===== src/rtl/des_ctrl_pkg.sv =====
// Shared types and constants for the two-requester DES controller.
package des_ctrl_pkg;

  typedef enum logic [2:0] {
    ST_IDLE,
    ST_ISSUE,
    ST_BUSY,
    ST_RESP,
    ST_RECOVER
  } state_e;

  // Rounds performed by the DES core per block.
  localparam int DES_ROUNDS = 16;

  // Distance in cycles from the ISSUE cycle to the nominal Dvld pulse.
  localparam int DES_NOM_LAT = DES_ROUNDS + 1;

  // Default watchdog limit, counted from the ISSUE cycle.
  localparam int TO_CYCLES_DEF = 32;

  // Width of a counter able to hold the watchdog limit.
  function automatic int wd_width(input int to_cycles);
    return $clog2(to_cycles + 1);
  endfunction

  localparam int WD_W = wd_width(TO_CYCLES_DEF);

endpackage


===== src/rtl/rr_arb2.sv =====
// Two-input round-robin grant: with both requesters valid the one not
// granted last wins, otherwise the single valid requester is granted.
module rr_arb2 (
  input  logic last_grant_i,
  input  logic vld0_i,
  input  logic vld1_i,
  output logic gnt_vld_o,
  output logic gnt_idx_o
);

  assign gnt_vld_o = vld0_i | vld1_i;
  assign gnt_idx_o = (vld0_i & vld1_i) ? ~last_grant_i : vld1_i;

endmodule


===== src/rtl/des_arb_ctrl.sv =====
// Round-robin controller sharing one DES core between two requesters,
// with a watchdog that resets the core if it never signals completion.
module des_arb_ctrl
  import des_ctrl_pkg::*;
#(
  parameter int TO_CYCLES = TO_CYCLES_DEF
) (
  input  logic        CLK,
  input  logic        RST,
  // requester 0
  input  logic        req0_vld,
  output logic        req0_rdy,
  input  logic [1:64] req0_din,
  input  logic [1:64] req0_key,
  input  logic        req0_enc,
  output logic        rsp0_vld,
  input  logic        rsp0_rdy,
  output logic [1:64] rsp0_dout,
  output logic        rsp0_err,
  // requester 1
  input  logic        req1_vld,
  output logic        req1_rdy,
  input  logic [1:64] req1_din,
  input  logic [1:64] req1_key,
  input  logic        req1_enc,
  output logic        rsp1_vld,
  input  logic        rsp1_rdy,
  output logic [1:64] rsp1_dout,
  output logic        rsp1_err,
  // DES core side
  output logic [1:64] des_din,
  output logic [1:64] des_key,
  output logic        des_drdy,
  output logic        des_krdy,
  output logic        des_enc,
  output logic        des_en,
  output logic        des_rstn,
  input  logic [1:64] des_dout,
  input  logic        des_bsy,
  input  logic        des_dvld
);

  localparam int CNT_W = wd_width(TO_CYCLES);
  // cnt_q counts BUSY cycles already spent; the BUSY cycle seeing this
  // value is TO_CYCLES-1 cycles after ISSUE, the last one allowed.
  localparam logic [CNT_W-1:0] CNT_LAST = CNT_W'(TO_CYCLES - 2);

  state_e           state_q;
  logic             grant_q;
  logic             last_grant_q;
  logic [1:64]      din_q;
  logic [1:64]      key_q;
  logic             enc_q;
  logic [1:64]      dout_q;
  logic             err_q;
  logic [CNT_W-1:0] cnt_q;
  logic [CNT_W-1:0] cnt_d;
  logic             drdy_q;
  logic [1:0]       rsp_vld_q;
  logic             recover_q;

  logic gnt_vld;
  logic gnt_idx;
  logic accept_d;
  logic rsp_hs_d;

  // Core busy is informational only; completion is taken from Dvld.
  logic unused_bsy;
  assign unused_bsy = des_bsy;

  rr_arb2 u_arb (
    .last_grant_i (last_grant_q),
    .vld0_i       (req0_vld),
    .vld1_i       (req1_vld),
    .gnt_vld_o    (gnt_vld),
    .gnt_idx_o    (gnt_idx)
  );

  assign accept_d = (state_q == ST_IDLE) && !RST && gnt_vld;
  assign rsp_hs_d = (state_q == ST_RESP) && (grant_q ? rsp1_rdy : rsp0_rdy);
  assign cnt_d    = cnt_q + 1'b1;

  assign req0_rdy = accept_d && !gnt_idx;
  assign req1_rdy = accept_d &&  gnt_idx;

  // Controller FSM: accept, issue to core, wait/watchdog, respond.
  always_ff @(posedge CLK) begin
    if (RST) begin
      state_q      <= ST_IDLE;
      grant_q      <= 1'b0;
      last_grant_q <= 1'b1;
      din_q        <= '0;
      key_q        <= '0;
      enc_q        <= 1'b0;
      dout_q       <= '0;
      err_q        <= 1'b0;
      cnt_q        <= '0;
      drdy_q       <= 1'b0;
      rsp_vld_q    <= 2'b00;
      recover_q    <= 1'b0;
    end else begin
      case (state_q)
        ST_IDLE: begin
          if (accept_d) begin
            grant_q <= gnt_idx;
            din_q   <= gnt_idx ? req1_din : req0_din;
            key_q   <= gnt_idx ? req1_key : req0_key;
            enc_q   <= gnt_idx ? req1_enc : req0_enc;
            drdy_q  <= 1'b1;
            state_q <= ST_ISSUE;
          end
        end
        ST_ISSUE: begin
          drdy_q  <= 1'b0;
          cnt_q   <= '0;
          state_q <= ST_BUSY;
        end
        ST_BUSY: begin
          if (des_dvld) begin
            dout_q             <= des_dout;
            err_q              <= 1'b0;
            rsp_vld_q[grant_q] <= 1'b1;
            state_q            <= ST_RESP;
          end else if (cnt_q == CNT_LAST) begin
            dout_q    <= '0;
            err_q     <= 1'b1;
            recover_q <= 1'b1;
            state_q   <= ST_RECOVER;
          end else begin
            cnt_q <= cnt_d;
          end
        end
        ST_RECOVER: begin
          recover_q          <= 1'b0;
          rsp_vld_q[grant_q] <= 1'b1;
          state_q            <= ST_RESP;
        end
        ST_RESP: begin
          if (rsp_hs_d) begin
            rsp_vld_q    <= 2'b00;
            last_grant_q <= grant_q;
            state_q      <= ST_IDLE;
          end
        end
        default: state_q <= ST_IDLE;
      endcase
    end
  end

  assign des_din   = din_q;
  assign des_key   = key_q;
  assign des_enc   = enc_q;
  assign des_drdy  = drdy_q;
  assign des_krdy  = drdy_q;
  assign des_en    = ~RST;
  assign des_rstn  = ~RST & ~recover_q;

  assign rsp0_vld  = rsp_vld_q[0];
  assign rsp1_vld  = rsp_vld_q[1];
  assign rsp0_dout = dout_q;
  assign rsp1_dout = dout_q;
  assign rsp0_err  = err_q;
  assign rsp1_err  = err_q;

endmodule

===== config.mk =====
export PLATFORM = sky130hd
export DESIGN_NAME = des_arb_ctrl
export DESIGN_NICKNAME = d
export VERILOG_FILES = /design/src/rtl/des_ctrl_pkg.sv /design/src/rtl/rr_arb2.sv /design/src/rtl/des_arb_ctrl.sv
export SDC_FILE = /design/constraint.sdc
export NUM_CORES = 1
export LEC_CHECK = 0
export BUFFER_PORTS_ARGS = -buffer_cell sky130_fd_sc_hd__buf_2
export CAP_MARGIN = 0
export CELL_PAD_IN_SITES_DETAIL_PLACEMENT = 2
export CELL_PAD_IN_SITES_GLOBAL_PLACEMENT = 2
export CORE_AREA = 2 2 232 234
export CTS_CLUSTER_SIZE = 20
export DETAILED_ROUTE_END_ITERATION = 16
export DIE_AREA = 0 0 234 236
export PLACE_DENSITY = 0.64
export REMOVE_ABC_BUFFERS = 1
export SYNTH_ARGS = -nofsm -noshare
export SYNTH_HDL_FRONTEND = slang
export SYNTH_SLANG_ARGS = --single-unit

===== constraint.sdc =====
create_clock -name CLK -period 3.8 [get_ports CLK]
set_clock_uncertainty 0.1 [all_clocks]
set_input_delay 0.38 -clock CLK [delete_from_list [all_inputs] [get_ports CLK]]
set_output_delay 0.38 -clock CLK [all_outputs]
set_load 0.03 [all_outputs]

==> results.yml <==
place:
  gp_congestion: 0.737
  place.detailed.hpwl_um: 29100
  placement.io_buffers: 595
  place_worst_setup_slack_ns: 1.35
  dp.cells: 2052
  detailed_place.area_um2: 12300
route:
  final_routed_wirelength_um: 39000
  avgViaCountPerCell: 4.15
  initialDrtViolationCount: 214
  drt-pass1-iter-count: 4
  number_of_routed_nets_with_antenna_violations: 0
  route.vias.total: 8964
  detail_route.drc_violations: 0
  wl_per_cell_um: 18.1
yosys:
  yosys.area_share.simple_pct: 7.96
  synth-seq-area-share_pct: 45.5
  mappedNetlistArea_um2: 9200
  yosysTopAreaCellShare_pct: 45.5
  avgSynthCellArea_um2: 10.3
  synth-seq-cells: 209
  dominant_combinational_cell_family_by_area_after_synthesis: "compound AO/OA/AOI/OAI gates"
  ys.warnings.count: 0
  async_flop_share_pct: 0
  synth.largest_area_cell: "sky130_fd_sc_hd__dfxtp_1"
  synth-compound-area-share_pct: 22.0
  yosysMostFrequentCell: "sky130_fd_sc_hd__dfxtp_1"
  synth_top_cells_by_area: "sky130_fd_sc_hd__dfxtp_1 46%, sky130_fd_sc_hd__mux2i_1 14%, sky130_fd_sc_hd__a211oi_2 6.8%"
  syn_inst: 892
  synth-edff-count: 0
  synth_common_cells: "209 x sky130_fd_sc_hd__dfxtp_1, 137 x sky130_fd_sc_hd__nor2_1, 132 x sky130_fd_sc_hd__mux2i_1, 81 x sky130_fd_sc_hd__a211oi_1, 72 x sky130_fd_sc_hd__buf_4"
  synth_top_flop_cell: "sky130_fd_sc_hd__dfxtp_1"
  synthDistinctLibCells: 48
  synth-xor-area-share_pct: 0.0953
  muxShareOfSynthArea_pct: 14.4
  synth_fa_ha_area_share_pct: 0.272
global_route:
  grt_overflow: 0
  grt_antenna_before_repair: 5
  global_route.usage.total_pct: 13.2
  grt_pass1_vias: 9738
  grt_max_degree: 112
  grt_pass1_wl_um: 57100
sta:
  slew_worst_pin_ns: 0.980
  fmaxAchievable_mhz: 357
  maxSlewViolCount: 0
  report.final.hold_viol_count: 0
  postLayoutSetupSlackWorst_ns: 0.996
  finalSetupViolCount: 0
  share_of_the_clock_period_used_by_the_worst_path_after_layout_pct: 73.8
  rsz0062_at_grt: "no"
  slew_headroom_pct: 34.7
  fin_crit_ns: 2.80
floorplanning:
  design.die.area_um2: 55200
  core-area_um2: 53100
  chipWidth_um: 234
  die_height_um: 236
  io-pin-count: 597
  initial_core_util_pct: 17.3
  core.rowCount: 85
cells_and_area:
  num-fill-cells: 6066
  stdcell_count: 2161
  final_cell_area_um2: 13800
  drive_gt1_share_pct: 48.1
  final_nets: 1779
  synthToLayoutAreaGrowth_pct: 50.3
clocking:
  clock_sinks: 209
  worstSkewPairLatency_ns: 0.53
  cts_htree_levels: 1
  ctsLongestPathBuffers: 3
  cts_made_buffers: 25
  cts.reportedPaths.clkPinSlew_ns: 0.06
  cts_setup_buffers: 0
  cts.root.buffer_cell: "sky130_fd_sc_hd__clkbuf_16"
  clock_tree_from_tritoncts: "done"
flow_run:
  max_cap_violations: 0
worst_setup_path:
  setup.worst_path.class: "reg -> out"
  maximum_net_fanout_on_the_critical_path: 18
  reg2reg_depth: 4
  critPathArrivalTime_ns: 2.32
  critPathLaunchType: "register"
  crit_path_end_kind: "output pin"
  cp.required_ns: 3.32
pwr:
  power_density_nw_per_um2: 724
  static-leakage-power_uw: 0.00651
  finalPower_uw: 10000
  worst_ir_drop_vdd_mv: 0.249
min_path:
  hp-class: "in -> reg"
  hold-path-cell-count: 2
outcome:
  run_status: "finished, final reports clean"
==> worst max-delay path, stage by stage (launching register included) <==
cell	delay (ns)
sky130_fd_sc_hd__dfxtp_1	0.48
sky130_fd_sc_hd__nor4_2	0.53
sky130_fd_sc_hd__buf_4	0.35
sky130_fd_sc_hd__nand2_1	0.09
sky130_fd_sc_hd__nor2_1	0.12
sky130_fd_sc_hd__buf_2	0.22
==> layout by cell type (no fill, tap or decap), types with 2 or more instances in the layout <==
| cell | Yosys | routed |
|---|---|---|
| sky130_fd_sc_hd__clkbuf_1 | 19 | 6 |
| sky130_fd_sc_hd__buf_2 | 50 | 594 |
| sky130_fd_sc_hd__a211oi_2 | 50 | 50 |
| sky130_fd_sc_hd__inv_1 | 5 | 5 |
| sky130_fd_sc_hd__clkinv_2 | 0 | 3 |
| sky130_fd_sc_hd__a211oi_1 | 81 | 81 |
| sky130_fd_sc_hd__buf_4 | 72 | 8 |
| sky130_fd_sc_hd__nand2_1 | 10 | 10 |
| sky130_fd_sc_hd__nor2b_1 | 2 | 2 |
| sky130_fd_sc_hd__nand3_1 | 6 | 6 |
| sky130_fd_sc_hd__clkbuf_8 | 0 | 6 |
| sky130_fd_sc_hd__clkbuf_16 | 0 | 25 |
| sky130_fd_sc_hd__o21ai_0 | 7 | 7 |
| sky130_fd_sc_hd__mux2i_1 | 132 | 132 |
| sky130_fd_sc_hd__dlygate4sd3_1 | 0 | 64 |
| sky130_fd_sc_hd__a21oi_1 | 9 | 9 |
| sky130_fd_sc_hd__buf_12 | 0 | 4 |
| sky130_fd_sc_hd__dfxtp_1 | 209 | 209 |
| sky130_fd_sc_hd__nor2_1 | 137 | 137 |
| sky130_fd_sc_hd__bufinv_16 | 0 | 3 |
| sky130_fd_sc_hd__nand3b_1 | 2 | 2 |
| sky130_fd_sc_hd__a22o_1 | 64 | 64 |
| sky130_fd_sc_hd__ha_1 | 2 | 2 |
| sky130_fd_sc_hd__o211ai_1 | 2 | 2 |
| sky130_fd_sc_hd__nand2b_1 | 3 | 3 |
==> stage by stage <==
stage	utilization [%]	TNS (ns)	hold slack [ns]
2_1_floorplan	-	-2517.31	0.345
3_3_place_gp	23.2	0	0.349
3_5_place_dp	23.2	0	0.363
4_1_cts	26.0	0	0.0475
5_1_grt	26.0	0	0.0638
6_report	26.0	0	0.0798
==> state kept, by name, summed over array words and instances, names as in the netlist <==
signal,flops
rsp0_dout,64
des_din,64
des_enc,1
grant_q,1
recover_q,1
cnt_q,6
last_grant_q,1
rsp0_err,1
des_drdy,1
des_key,64
state_q,3
rsp_vld_q,2
==> layout make-up <==
class | count | area [um^2] | share of cell area (%)
Antenna cell | 1 | 2.50 | 0.0181
Clock buffer | 37 | 731 | 5.29
Clock inverter | 7 | 113 | 0.815
Inverter | 5 | 18.8 | 0.136
Multi-Input combinational cell | 535 | 4130 | 29.9
Sequential cell | 209 | 4180 | 30.3
Tap cell | 696 | 871 | 6.30
Timing Repair Buffer | 671 | 3760 | 27.2
==> final timing paths <==
path / from / slack (ns) / end
max: state_q[2]$_SDFFE_PP0P_ / 1.0 / req0_rdy
min: des_dvld / 0.08 / rsp0_err$_SDFFE_PP0P_
max reg2reg: state_q[1]$_SDFFE_PP0P_ / 1.34 / rsp0_dout[11]$_SDFFE_PP0P_
min reg2reg: rsp_vld_q[0]$_SDFFE_PP0P_ / 0.37 / rsp_vld_q[0]$_SDFFE_PP0P_
==> layer usage <==
layer | up-vias | global-route usage [%] | share of wire [%]
li1 | 4286 | - | -
met1 | 4230 | 13.7 | 37
met2 | 399 | 25.5 | 52
met3 | 47 | 3.93 | 9.0
met4 | 2 | 3.01 | 2.0
met5 | - | 0 | 0.028
==> power breakdown <==
| part | switching, uW | total [uW] | internal [uW] |
|---|---|---|---|
| registers | 367 | 3160 | 2790 |
| clock network | 961 | 2480 | 1520 |
| logic | 3000 | 4360 | 1370 |
| total | 4320 | 10000 | 5680 |
==> cells by family (layout without fill, tap and decap cells) <==
group	after synthesis	in the layout
AO/OA/AOI/OAI	228	228
XOR/XNOR	1	1
adder cells (fa/ha/maj)	2	2
buffers and inverters	148	720
flip-flops	209	209
multiplexers	132	132
other	0	1
AND/OR/NAND/NOR	172	172
==> what timing repair did <==
| item | in CTS | in global routing |
|---|---|---|
| endpoints found under the hold margin | 64 | 0 |
| hold buffers | 64 | 0 |
| gates resized for setup | 0 | 0 |
Note: power is estimated with default switching activity, not from simulation.
